### src/rtl/block_pkg.sv
// Shared constants and helpers for the falling-block row generator.
// LFSR reset/taps plus elaboration-time clog2 and a row popcount.
package block_pkg;

  localparam logic [15:0] LFSR_RESET = 16'hACE1;
  localparam logic [15:0] LFSR_TAPS  = 16'hB400;

  function automatic int clog2(input int v);
    int r;
    r = 0;
    for (int i = 0; i < 31; i++)
      if ((1 << i) < v) r = i + 1;
    return r;
  endfunction

  function automatic int popcount(input logic [31:0] v);
    int c;
    c = 0;
    for (int i = 0; i < 32; i++)
      c += int'(v[i]);
    return c;
  endfunction

endpackage

### src/rtl/block_lfsr.sv
// 16-bit right-shifting Galois LFSR that picks the lane of each new row.
// A seed load wins over an advance in the same cycle.
module block_lfsr
  import block_pkg::*;
(
  input  logic        clk,
  input  logic        rst,
  input  logic        adv,
  input  logic        load,
  input  logic [15:0] seed,
  output logic [15:0] q
);

  logic [15:0] nxt;

  assign nxt = (q >> 1) ^ (q[0] ? LFSR_TAPS : 16'h0000);

  always_ff @(posedge clk or posedge rst) begin
    if (rst)
      q <= LFSR_RESET;
    else if (load)
      q <= (seed == 16'h0000) ? LFSR_RESET : seed;
    else if (adv)
      q <= nxt;
  end

endmodule

### src/rtl/block_stream_gen.sv
// Scrolling row stack for the block game: a periodic step shifts rows
// down, injects a one-hot row on top and scores unhit bits as misses.
module block_stream_gen
  import block_pkg::*;
#(
  parameter int LANES  = 4,
  parameter int ROWS   = 8,
  parameter int MISS_W = 16
) (
  input  logic                  clk,
  input  logic                  rst,
  input  logic                  run,
  input  logic [31:0]           gene_time,
  input  logic                  seed_load,
  input  logic [15:0]           seed,
  input  logic [LANES-1:0]      hit,
  output logic [ROWS*LANES-1:0] Disp_num,
  output logic                  EN,
  output logic                  miss,
  output logic                  hit_ok,
  output logic [MISS_W-1:0]     miss_cnt
);

  localparam int LW = clog2(LANES);
  localparam int PW = LW + 1;

  logic [ROWS-1:0][LANES-1:0] rows;
  logic [31:0]                counter;
  logic [15:0]                lfsr;
  logic                       step;
  logic [LANES-1:0]           eff0;
  logic [LANES-1:0]           new_row;
  logic [PW-1:0]              pc;
  logic [MISS_W:0]            sum;

  block_lfsr u_lfsr (
    .clk  (clk),
    .rst  (rst),
    .adv  (step),
    .load (seed_load),
    .seed (seed),
    .q    (lfsr)
  );

  assign step     = run && (counter == gene_time);
  // Hits land before the bottom row departs, so a same-cycle hit is no miss.
  assign eff0     = rows[0] & ~hit;
  assign new_row  = LANES'(1) << lfsr[LW-1:0];
  assign pc       = PW'(popcount(32'(eff0)));
  assign sum      = {1'b0, miss_cnt} + (MISS_W+1)'(pc);
  assign Disp_num = rows;

  always_ff @(posedge clk or posedge rst) begin
    if (rst) begin
      rows     <= '0;
      counter  <= '0;
      EN       <= 1'b0;
      miss     <= 1'b0;
      hit_ok   <= 1'b0;
      miss_cnt <= '0;
    end else begin
      hit_ok <= |(rows[0] & hit);
      EN     <= step;
      miss   <= step && |eff0;
      if (run)
        counter <= step ? 32'd0 : counter + 32'd1;
      if (step) begin
        rows     <= {new_row, rows[ROWS-1:1]};
        miss_cnt <= sum[MISS_W] ? '1 : sum[MISS_W-1:0];
      end else begin
        rows[0] <= eff0;
      end
    end
  end

endmodule

### config.mk
export PLATFORM = sky130hd
export DESIGN_NAME = block_stream_gen
export DESIGN_NICKNAME = d
export VERILOG_FILES = /design/src/rtl/block_pkg.sv /design/src/rtl/block_lfsr.sv /design/src/rtl/block_stream_gen.sv
export SDC_FILE = /design/constraint.sdc
export NUM_CORES = 1
export LEC_CHECK = 0
export CORE_ASPECT_RATIO = 1.75
export CORE_UTILIZATION = 30
export CTS_CLUSTER_DIAMETER = 100
export CTS_CLUSTER_SIZE = 16
export DETAILED_ROUTE_END_ITERATION = 10
export MAX_ROUTING_LAYER = met4
export PLACE_DENSITY_LB_ADDON = 0.05
export SETUP_SLACK_MARGIN = 0.3
export SYNTH_ARGS = -nofsm -noshare
export SYNTH_HDL_FRONTEND = slang
export SYNTH_SLANG_ARGS = --single-unit
### constraint.sdc
create_clock -name clk -period 7.55 [get_ports clk]
set_clock_uncertainty 0.15 [all_clocks]
set_input_delay 2.265 -clock clk [delete_from_list [all_inputs] [get_ports clk]]
set_output_delay 2.265 -clock clk [all_outputs]
set_load 0.02 [all_outputs]
# Word level (Yosys, flattened, before mapping)
# Cells that the tools add are included.
[word_totals] ff_bits=99 latchBits=0 ram_bits=0 romBits=0 inputBits=56 elab_cells=38 n_memories=0
[classes] n_addsub=5 mul=0 div_mod_pow=0 n_lt_le_gt_ge=0 eq_ne=1 shift=1 mux=7 bitwise=4 n_reduce_logical=6
[op_table] operator="16-bit 2-to-1 mux" count=5
[op_table] operator="32-bit by 1-bit adder with 32-bit output (second input constant)" count=1
[op_table] operator="32-bit equality test" count=1
[op_table] operator="32-bit 2-to-1 mux" count=1
[op_table] operator="16-bit by 3-bit adder with 17-bit output" count=1
[op_table] operator="16-bit logical NOT" count=1
[op_table] operator="15-bit by 16-bit XOR with 16-bit output" count=1
[op_table] operator="4-bit bitwise AND" count=2
[op_table] operator="4-bit OR reduction" count=2
[op_table] operator="4-bit 2-to-1 mux" count=1
[op_table] operator="4-bit inverter" count=1
[op_table] operator="1-bit by 2-bit left shift with 4-bit output (first input constant)" count=1
[op_table] operator="2-bit by 1-bit adder with 3-bit output" count=1
[op_table] operator="3-bit by 1-bit adder with 3-bit output" count=1
[op_table] operator="1-bit by 1-bit adder with 2-bit output" count=1
[op_table] operator="1-bit logical AND" count=2
[op_table] operator="2-bit nonzero test" count=1

# Longest topological paths before layout
# Gate-level depths: netlist of run 1.
[logic_depth] depth_word=7 ltp_mapped=14

# By module
# From an unflattened synthesis of run 1, not the netlist that was laid out.
[unflattened] cells_unflattened=503 area_unflattened_um2=5383.9
[modules_own_cells] mod="block_stream_gen" instances=1 cells_each=431 area_per_inst_um2=4541.9 seq_area_each_um2=2077.0
[modules_own_cells] mod="block_lfsr" instances=1 cells_each=72 area_per_inst_um2=842.1 seq_area_each_um2=410.4

# Worst setup path after synthesis of run 1
# No wires, ideal clock.
[synth_path] path_type="input-to-reg" startpoint="input hit[2]" endpoint="register miss_cnt[8]" setup_ps=128 arrival_time_ps=4718 t_required_ps=7272 setup_slack_ps=2555 path_stages=13 path_buffers=1 path_cell_list="nand2b_1 > inv_1 > fa_1 > inv_1 > fa_1 > inv_1 > fa_1 > and3_1 > and3_1 > nand4_1 > clkbuf_1 > nand2_1 > mux2_1"
[synth_between] elab_chain_cells=6
[synth_lines] item="start, declared" line="block_stream_gen.sv:16" rtl="input logic [LANES-1:0] hit,"
[synth_lines] item="4-bit inverter" line="block_stream_gen.sv:47" rtl="assign eff0 = rows[0] & ~hit;"
[synth_lines] item="4-bit bitwise AND" line="block_stream_gen.sv:47"
[synth_lines] item="2-bit by 1-bit adder with 3-bit output" line="block_pkg.sv:20" rtl="c += int'(v[i]);"
[synth_lines] item="3-bit by 1-bit adder with 3-bit output" line="block_pkg.sv:20"
[synth_lines] item="16-bit by 3-bit adder with 17-bit output" line="block_stream_gen.sv:50" rtl="assign sum = {1'b0, miss_cnt} + (MISS_W+1)'(pc);"
[synth_lines] item="16-bit 2-to-1 mux" line="block_stream_gen.sv:69" rtl="miss_cnt <= sum[MISS_W] ? '1 : sum[MISS_W-1:0];"
[synth_lines] item="end signal, assigned" line="block_stream_gen.sv:69"
[synth_lines] item="end, declared" line="block_stream_gen.sv:21" rtl="output logic [MISS_W-1:0] miss_cnt"
# Every way passes these cells.
# A chain may end at the register's enable or synchronous reset.

# Final worst setup path of run 1
[layout_path] startpoint="input hit[2]" endpoint="register miss_cnt[6]"
# Same word-level chain as after synthesis.

==> qor.log, run 1 <==
qor: outcome.outcome complete, no violations
qor: logic_synthesis.synth_top_family_by_area simple AND/OR/NAND/NOR gates
qor: floorplanning.die_width 99.61 um
qor: hold_path.worstHoldPathType reg2reg
qor: floorplanning.pin_count 107
qor: sta.finalMaxSlewViolations 0
qor: logic_synthesis.async_flop_share 100.0%
qor: global_routing.grt_start_max_net_pins 71
qor: clock_network.cts_buffer_depth 2
qor: sta.report.final.setup_viol 0
qor: global_routing.globalRouteOverflowTotal 0
qor: sta.final.hold.worst_slack 0.3410 ns
qor: critical_path.critPathLaunchType input port
qor: logic_synthesis.ys_types 48
qor: critical_path.timing.setup.critical_path_class in2reg
qor: logic_synthesis.netlist_top_cells_area sky130_fd_sc_hd__dfrtp_1 46%, sky130_fd_sc_hd__nand2_1 8.6%, sky130_fd_sc_hd__xor2_1 8.1%, sky130_fd_sc_hd__dfstp_2 4.2%, sky130_fd_sc_hd__nor2_1 3.5%
qor: placed_design.gpl.final_weighted_congestion 0.7958
qor: logic_synthesis.synth_compound_area_share 7.529%
qor: clock_network.cts_inserted_buffers 9
qor: clock_network.clock_tree.root_cell sky130_fd_sc_hd__clkbuf_16
qor: routing.wire_per_inst 16.24 um
qor: sta.fin_setup_tns 0 ns
qor: layout.area_added_between_synthesis_and_finish 30.84%
qor: floorplanning.row_count 62
qor: flow_run.timing.max_cap.violations 0
qor: layout.drive_gt1_share 5.854%
qor: sta.maximum_frequency_from_static_timing_analysis 0.1815 GHz
qor: logic_synthesis.syn_nets 593
qor: layout.nNetsFinal 688
qor: critical_path.r2r_slack 3.96 ns
qor: sta.timing.max_slew.rel_slack 36.06%
qor: power.max-vdd-ir-drop 0.1261 mV
qor: logic_synthesis.yosys_warnings 0
qor: power.power.density_cell_area 183.3 nW/um2
qor: floorplanning.die-height 172.8 um
qor: logic_synthesis.syn-mean-instance-area 9.403 um2
qor: layout.antenna-diode-count 0
qor: critical_path.cp-end-kind flop
qor: global_routing.grt_pass1_vias 4200
qor: critical_path.worstPathCellList clkdlybuf4s50_1 > nand2b_1 > inv_1 > fa_1 > inv_1 > fa_1 > inv_1 > fa_1 > and3_1 > and3_1 > nand4_1 > and4_1 > nor2_1
qor: clock_network.cts_num_sinks 99
qor: logic_synthesis.portion_of_synthesized_cell_area_occupied_by_the_leading_cell_type 45.52%
qor: sta.worst-slew-pin-transition 0.9538 ns
qor: clock_network.cts-resized-gates 0
qor: sta.final_hold_vios 0
qor: global_routing.grt_first_pass_wirelength 22620 um
qor: routing.detailroute.via_count 4026
qor: critical_path.worst-path-max-fanout 12
qor: clock_network.cts_hold_buf 0
qor: critical_path.cp_top_family simple AND/OR/NAND/NOR gates
qor: hold_path.hold_start u_lfsr.q[7]
qor: critical_path.timing.critical_path.slowest_stage_cell sky130_fd_sc_hd__clkdlybuf4s50_1
qor: clock_network.setup_bufs_post_cts 0
qor: critical_path.cp_max_stage_delay 0.50 ns
qor: sta.rsz0062_at_grt false
qor: sta.period_minus_slack 5.509 ns
qor: logic_synthesis.post_synth_mux_area_share 2.201%
qor: critical_path.required 7.67 ns
qor: logic_synthesis.synth_adder_area_share 1.701%
qor: logic_synthesis.synth_enable_flop_cells 0
qor: routing.detail_route.first_pass.iterations 4
qor: logic_synthesis.synthesis.instances 532
qor: floorplanning.initial_core_util 30.56%
qor: routing.detail-route-antenna-nets 0
qor: floorplanning.design.die.area 17210 um2
qor: routing.post-route-drc-count 0
qor: logic_synthesis.post_synth_xor_area_fraction 11.21%
qor: logic_synthesis.post_synth_instance_area 5002 um2
qor: critical_path.crit-reg2reg-capture u_lfsr.q[10]
qor: clock_network.cts_tree done
qor: critical_path.crit_arrival 5.63 ns
qor: routing.routed_via_density 4.703
qor: placed_design.hpwl 10080 um
qor: logic_synthesis.yosys.area_share.simple 23.64%
qor: hold_path.worstHoldPathCells 1
qor: hold_path.min_delay_worst_endpoint u_lfsr.q[7]
qor: logic_synthesis.yosys_register_bits 99
qor: global_routing.antenna_violations_before_repair 0
qor: logic_synthesis.ys.flop_type sky130_fd_sc_hd__dfrtp_1
qor: sta.final_worst_path_cycle_share 72.97%
qor: power.power.leakage 2.962 nW
qor: placed_design.placement.io_buffers 106
qor: routing.wl 13900 um
qor: routing.drt_first_iter_violations 136
qor: logic_synthesis.synth_largest_area_cell sky130_fd_sc_hd__dfrtp_1
qor: floorplanning.core_area 16370 um2
qor: global_routing.grt_usage 17.46%
qor: critical_path.worstRegToRegCells 8
qor: clock_network.worst_skew_late_latency 0.34 ns
qor: clock_network.htree_num_levels 3
qor: logic_synthesis.synth_sequential_area_ratio 49.72%
qor: critical_path.critical_path.n_buffers_inverters 4
qor: critical_path.launch_instance_of_the_worst_register_to_register_path counter[5]
qor: clock_network.clk_pin_slew_worst_paths 0.07 ns
==> report_power, final <==
part	total [mW]	internal, mW	switching, mW
Sequential	0.590	0.558	0.0320
Clock	0.481	0.264	0.217
Combinational	0.129	0.0621	0.0667
==> synthesized netlist by cell type, types with 9 or more instances <==
cell and n:
sky130_fd_sc_hd__a21oi_1 15, sky130_fd_sc_hd__a31oi_1 13, sky130_fd_sc_hd__and3_1 11, sky130_fd_sc_hd__clkbuf_1 9, sky130_fd_sc_hd__dfrtp_1 91, sky130_fd_sc_hd__inv_1 15
sky130_fd_sc_hd__nand2_1 115, sky130_fd_sc_hd__nand3_1 15, sky130_fd_sc_hd__nand4_1 16, sky130_fd_sc_hd__nor2_1 47, sky130_fd_sc_hd__nor4_1 17, sky130_fd_sc_hd__o21ai_0 10
sky130_fd_sc_hd__xnor2_1 18, sky130_fd_sc_hd__xor2_1 46
==> through the flow <==
| step | total power [mW] | utilization (%) | instances | setup WS [ns] | cell area, um2 |
|---|---|---|---|---|---|
| 2_1_floorplan | 0.6645 | - | 532 | 2.555 | 5002 |
| 3_3_place_gp | 0.7321 | 38.11 | 840 | 1.744 | 6238 |
| 3_5_place_dp | 0.7331 | 38.11 | 840 | 1.664 | 6238 |
| 4_1_cts | 1.223 | 39.99 | 856 | 2.024 | 6545 |
| 5_1_grt | 1.257 | 39.99 | 856 | 1.731 | 6545 |
| 6_report | 1.200 | 39.99 | 856 | 2.041 | 6545 |
==> layout make-up <==
class / instances / area (um2)
fillers: 1686 / 9823
flip-flops and latches: 99 / 2487
multi-input cells: 392 / 2316
repair buffers: 108 / 1089
well taps: 224 / 280.3
clock buffers: 9 / 225.2
clock inverters: 7 / 81.33
inverters: 17 / 66.31
==> kinds of logic (layout without fill, tap and decap cells) <==
logic type	Yosys count	in the layout
AOI/OAI and AO/OA	59	59
xor gates and xnor gates	64	64
adders and majority gates	5	5
buffers and inverters	41	141
DFF	99	99
muxes	10	10
and+or+nand+nor	254	254
==> layout by cell type (no fill, tap or decap), types with 14 or more instances in the layout <==
cell                              count
sky130_fd_sc_hd__nand2_1            115
sky130_fd_sc_hd__clkdlybuf4s50_1    106
sky130_fd_sc_hd__dfrtp_1             91
sky130_fd_sc_hd__nor2_1              47
sky130_fd_sc_hd__xor2_1              46
sky130_fd_sc_hd__xnor2_1             18
sky130_fd_sc_hd__nor4_1              17
sky130_fd_sc_hd__nand4_1             16
sky130_fd_sc_hd__nand3_1             15
sky130_fd_sc_hd__a21oi_1             15
sky130_fd_sc_hd__inv_1               14
==> registers in the layout, indices dropped and copies added, names as in the netlist <==
name,flops
miss_cnt,16
u_lfsr.q,16
counter,32
Disp_num,32
miss,1
EN,1
hit_ok,1
==> worst max path at each step <==
stage	start	endpoint	slack [ns]	cells past startpoint
after floorplan	hit[2]	miss_cnt[8]	2.55	13
final	hit[2]	miss_cnt[6]	2.04	13
after global routing	hit[2]	miss_cnt[9]	1.73	14
after detailed placement	hit[2]	miss_cnt[6]	1.66	13
after CTS	hit[2]	miss_cnt[6]	2.02	13
after global placement	hit[2]	miss_cnt[6]	1.74	13
==> layer usage <==
layer,wire [um],global-route usage (%)
met1,5949,20.92
met4,193,4.963
met2,7327,30.35
met3,430,2.344
met5,0,-
Power figures use the tool's default switching activity.
==> run 2: changes to the inputs <==
clock period = 5.7 ns   (was 7.55 ns; I/O delays follow)
==> qor.log, run 2 (synthesized netlist as in run 1, its figures left out) <==
qor: outcome.outcome complete, no violations
qor: clock_network.cts_tree done
qor: critical_path.timing.setup.critical_path_class in2reg
qor: floorplanning.row_count 62 [unchanged]
qor: routing.post-route-drc-count 0 [unchanged]
qor: power.max-vdd-ir-drop 0.1620 mV [+28%]
qor: floorplanning.core_area 16370 um2 [unchanged]
qor: sta.finalMaxSlewViolations 0 [unchanged]
qor: critical_path.worst-path-max-fanout 12 [unchanged]
qor: sta.final.hold.worst_slack 0.3363 ns [-0.004710 ns]
qor: flow_run.timing.max_cap.violations 0 [unchanged]
qor: routing.drt_first_iter_violations 164 [+21%]
qor: global_routing.grt_start_max_net_pins 55 [-23%]
qor: floorplanning.die_width 99.61 um [unchanged]
qor: critical_path.required 5.84 ns [-1.83 ns]
qor: placed_design.hpwl 10510 um [+4.3%]
qor: clock_network.cts_buffer_depth 2 [unchanged]
qor: layout.layout.cells.most_common_list 115 x sky130_fd_sc_hd__nand2_1, 106 x sky130_fd_sc_hd__clkdlybuf4s50_1, 91 x sky130_fd_sc_hd__dfrtp_1, 47 x sky130_fd_sc_hd__nor2_1, 46 x sky130_fd_sc_hd__xor2_1
qor: sta.maximum_frequency_from_static_timing_analysis 0.2010 GHz
qor: sta.final_hold_vios 0 [unchanged]
qor: critical_path.cp-end-kind flop
qor: sta.worst-slew-pin-transition 0.9166 ns [-0.03723 ns]
qor: global_routing.grt_pass1_vias 4227 [+0.64%]
qor: routing.routed_via_density 4.712 [+0.19%]
qor: clock_network.htree_num_levels 3 [unchanged]
qor: routing.detailroute.via_count 4062 [+0.89%]
qor: sta.fin_setup_tns 0 ns [unchanged]
qor: clock_network.setup_bufs_post_cts 0 [unchanged]
qor: clock_network.worst_skew_late_latency 0.35 ns [about the same]
qor: placed_design.gpl.final_weighted_congestion 0.8312 [+4.4%]
qor: routing.detail-route-antenna-nets 0 [unchanged]
qor: floorplanning.pin_count 107 [unchanged]
qor: power.power.leakage 2.981 nW [+0.65%]
qor: global_routing.globalRouteOverflowTotal 0 [unchanged]
qor: critical_path.crit_arrival 5.11 ns [-0.52 ns]
qor: global_routing.antenna_violations_before_repair 0 [unchanged]
qor: clock_network.clock_tree.root_cell sky130_fd_sc_hd__clkbuf_16
qor: routing.detail_route.first_pass.iterations 4 [unchanged]
qor: clock_network.cts_num_sinks 99 [unchanged]
qor: clock_network.cts-resized-gates 0 [unchanged]
qor: sta.rsz0062_at_grt false
qor: global_routing.grt_first_pass_wirelength 22220 um [-1.8%]
qor: hold_path.worstHoldPathType reg2reg
qor: global_routing.grt_usage 17.38% [-0.083 points]
qor: floorplanning.design.die.area 17210 um2 [unchanged]
qor: layout.num-fill-cells 1678 [-0.47%]
qor: sta.final_worst_path_cycle_share 87.26%
qor: critical_path.critPathLaunchType input port
qor: routing.wl 14050 um [+1.1%]
qor: sta.timing.max_slew.rel_slack 38.33% [+2.3 points]
qor: clock_network.cts_inserted_buffers 9 [unchanged]
qor: layout.antenna-diode-count 0 [unchanged]
qor: layout.nNetsFinal 694 [+0.87%]
qor: layout.mostFrequentLayoutCell sky130_fd_sc_hd__nand2_1
qor: layout.area_added_between_synthesis_and_finish 31.79%
qor: clock_network.clk_pin_slew_worst_paths 0.07 ns [about the same]
qor: sta.period_minus_slack 4.974 ns
qor: floorplanning.initial_core_util 30.56% [unchanged]
qor: power.power.density_cell_area 241.7 nW/um2 [+32%]
qor: clock_network.cts_hold_buf 0 [unchanged]
qor: routing.wire_per_inst 16.30 um [+0.40%]
qor: sta.report.final.setup_viol 0 [unchanged]
qor: layout.drive_gt1_share 6.740% [+0.89 points]
qor: floorplanning.die-height 172.8 um [unchanged]
qor: placed_design.placement.io_buffers 106 [unchanged]
## run 2: worst paths after layout
| kind | start | end | slack, ns | cells past startpoint |
|---|---|---|---|---|
| worst max register to register | Disp_num[2] | miss_cnt[6] | 2.22 | 12 |
| max in group asynchronous | rst | Disp_num[21] | 3.04 | 3 |
| worst min register to register | u_lfsr.q[5] | u_lfsr.q[5] | 0.34 | 1 |
| worst min-delay path | u_lfsr.q[5] | u_lfsr.q[5] | 0.34 | 1 |
| worst max-delay path | hit[2] | miss_cnt[6] | 0.73 | 13 |
| min in group asynchronous | rst | counter[25] | 1.45 | 2 |
## run 2: metal layers
metal  global-route usage (%)  vias up  wire, um
met5                        -        -         0
met4                    6.189        0       247
met3                    2.546       10       493
met2                    32.15       91      7691
met1                    18.40     1961      5621
li1                         -     2000         -
## run 2: metrics by stage
step           instance area, um2  setup slack (ns)  util, %  instances  power, mW
2_1_floorplan                5002             1.260        -        532     0.8801
3_3_place_gp                 6284            0.4139    38.39        846     0.9729
3_5_place_dp                 6284            0.3935    38.39        846     0.9737
4_1_cts                      6593            0.7588    40.28        862      1.623
5_1_grt                      6593            0.5246    40.28        862      1.657
6_report                     6593            0.7259    40.28        862      1.594
## run 2: critical path, cell delays in order
cell,delay (ns)
sky130_fd_sc_hd__clkdlybuf4s50_1,0.50
sky130_fd_sc_hd__nand2b_1,0.17
sky130_fd_sc_hd__inv_1,0.07
sky130_fd_sc_hd__fa_1,0.50
sky130_fd_sc_hd__inv_1,0.05
sky130_fd_sc_hd__fa_1,0.40
sky130_fd_sc_hd__inv_1,0.08
sky130_fd_sc_hd__fa_1,0.21
sky130_fd_sc_hd__and3_1,0.22
sky130_fd_sc_hd__and3_1,0.23
sky130_fd_sc_hd__nand4_1,0.46
sky130_fd_sc_hd__and4_1,0.42
sky130_fd_sc_hd__nor2_1,0.08
## run 2: final cells by class
type,count,area (um2),area share (%)
inverters,17,66.31,1.006
well taps,224,280.3,4.251
clock buffers,9,225.2,3.416
clock inverters,7,83.83,1.272
flip-flops and latches,99,2487,37.73
repair buffers,114,1134,17.19
multi-input cells,392,2316,35.13
## run 2: report_power, final
group	total [mW]	leakage [nW]	switching [mW]	internal, mW
combinational	0.173	1.53	0.0896	0.0832
clock	0.639	0.142	0.291	0.348
sequential	0.782	1.31	0.0428	0.739
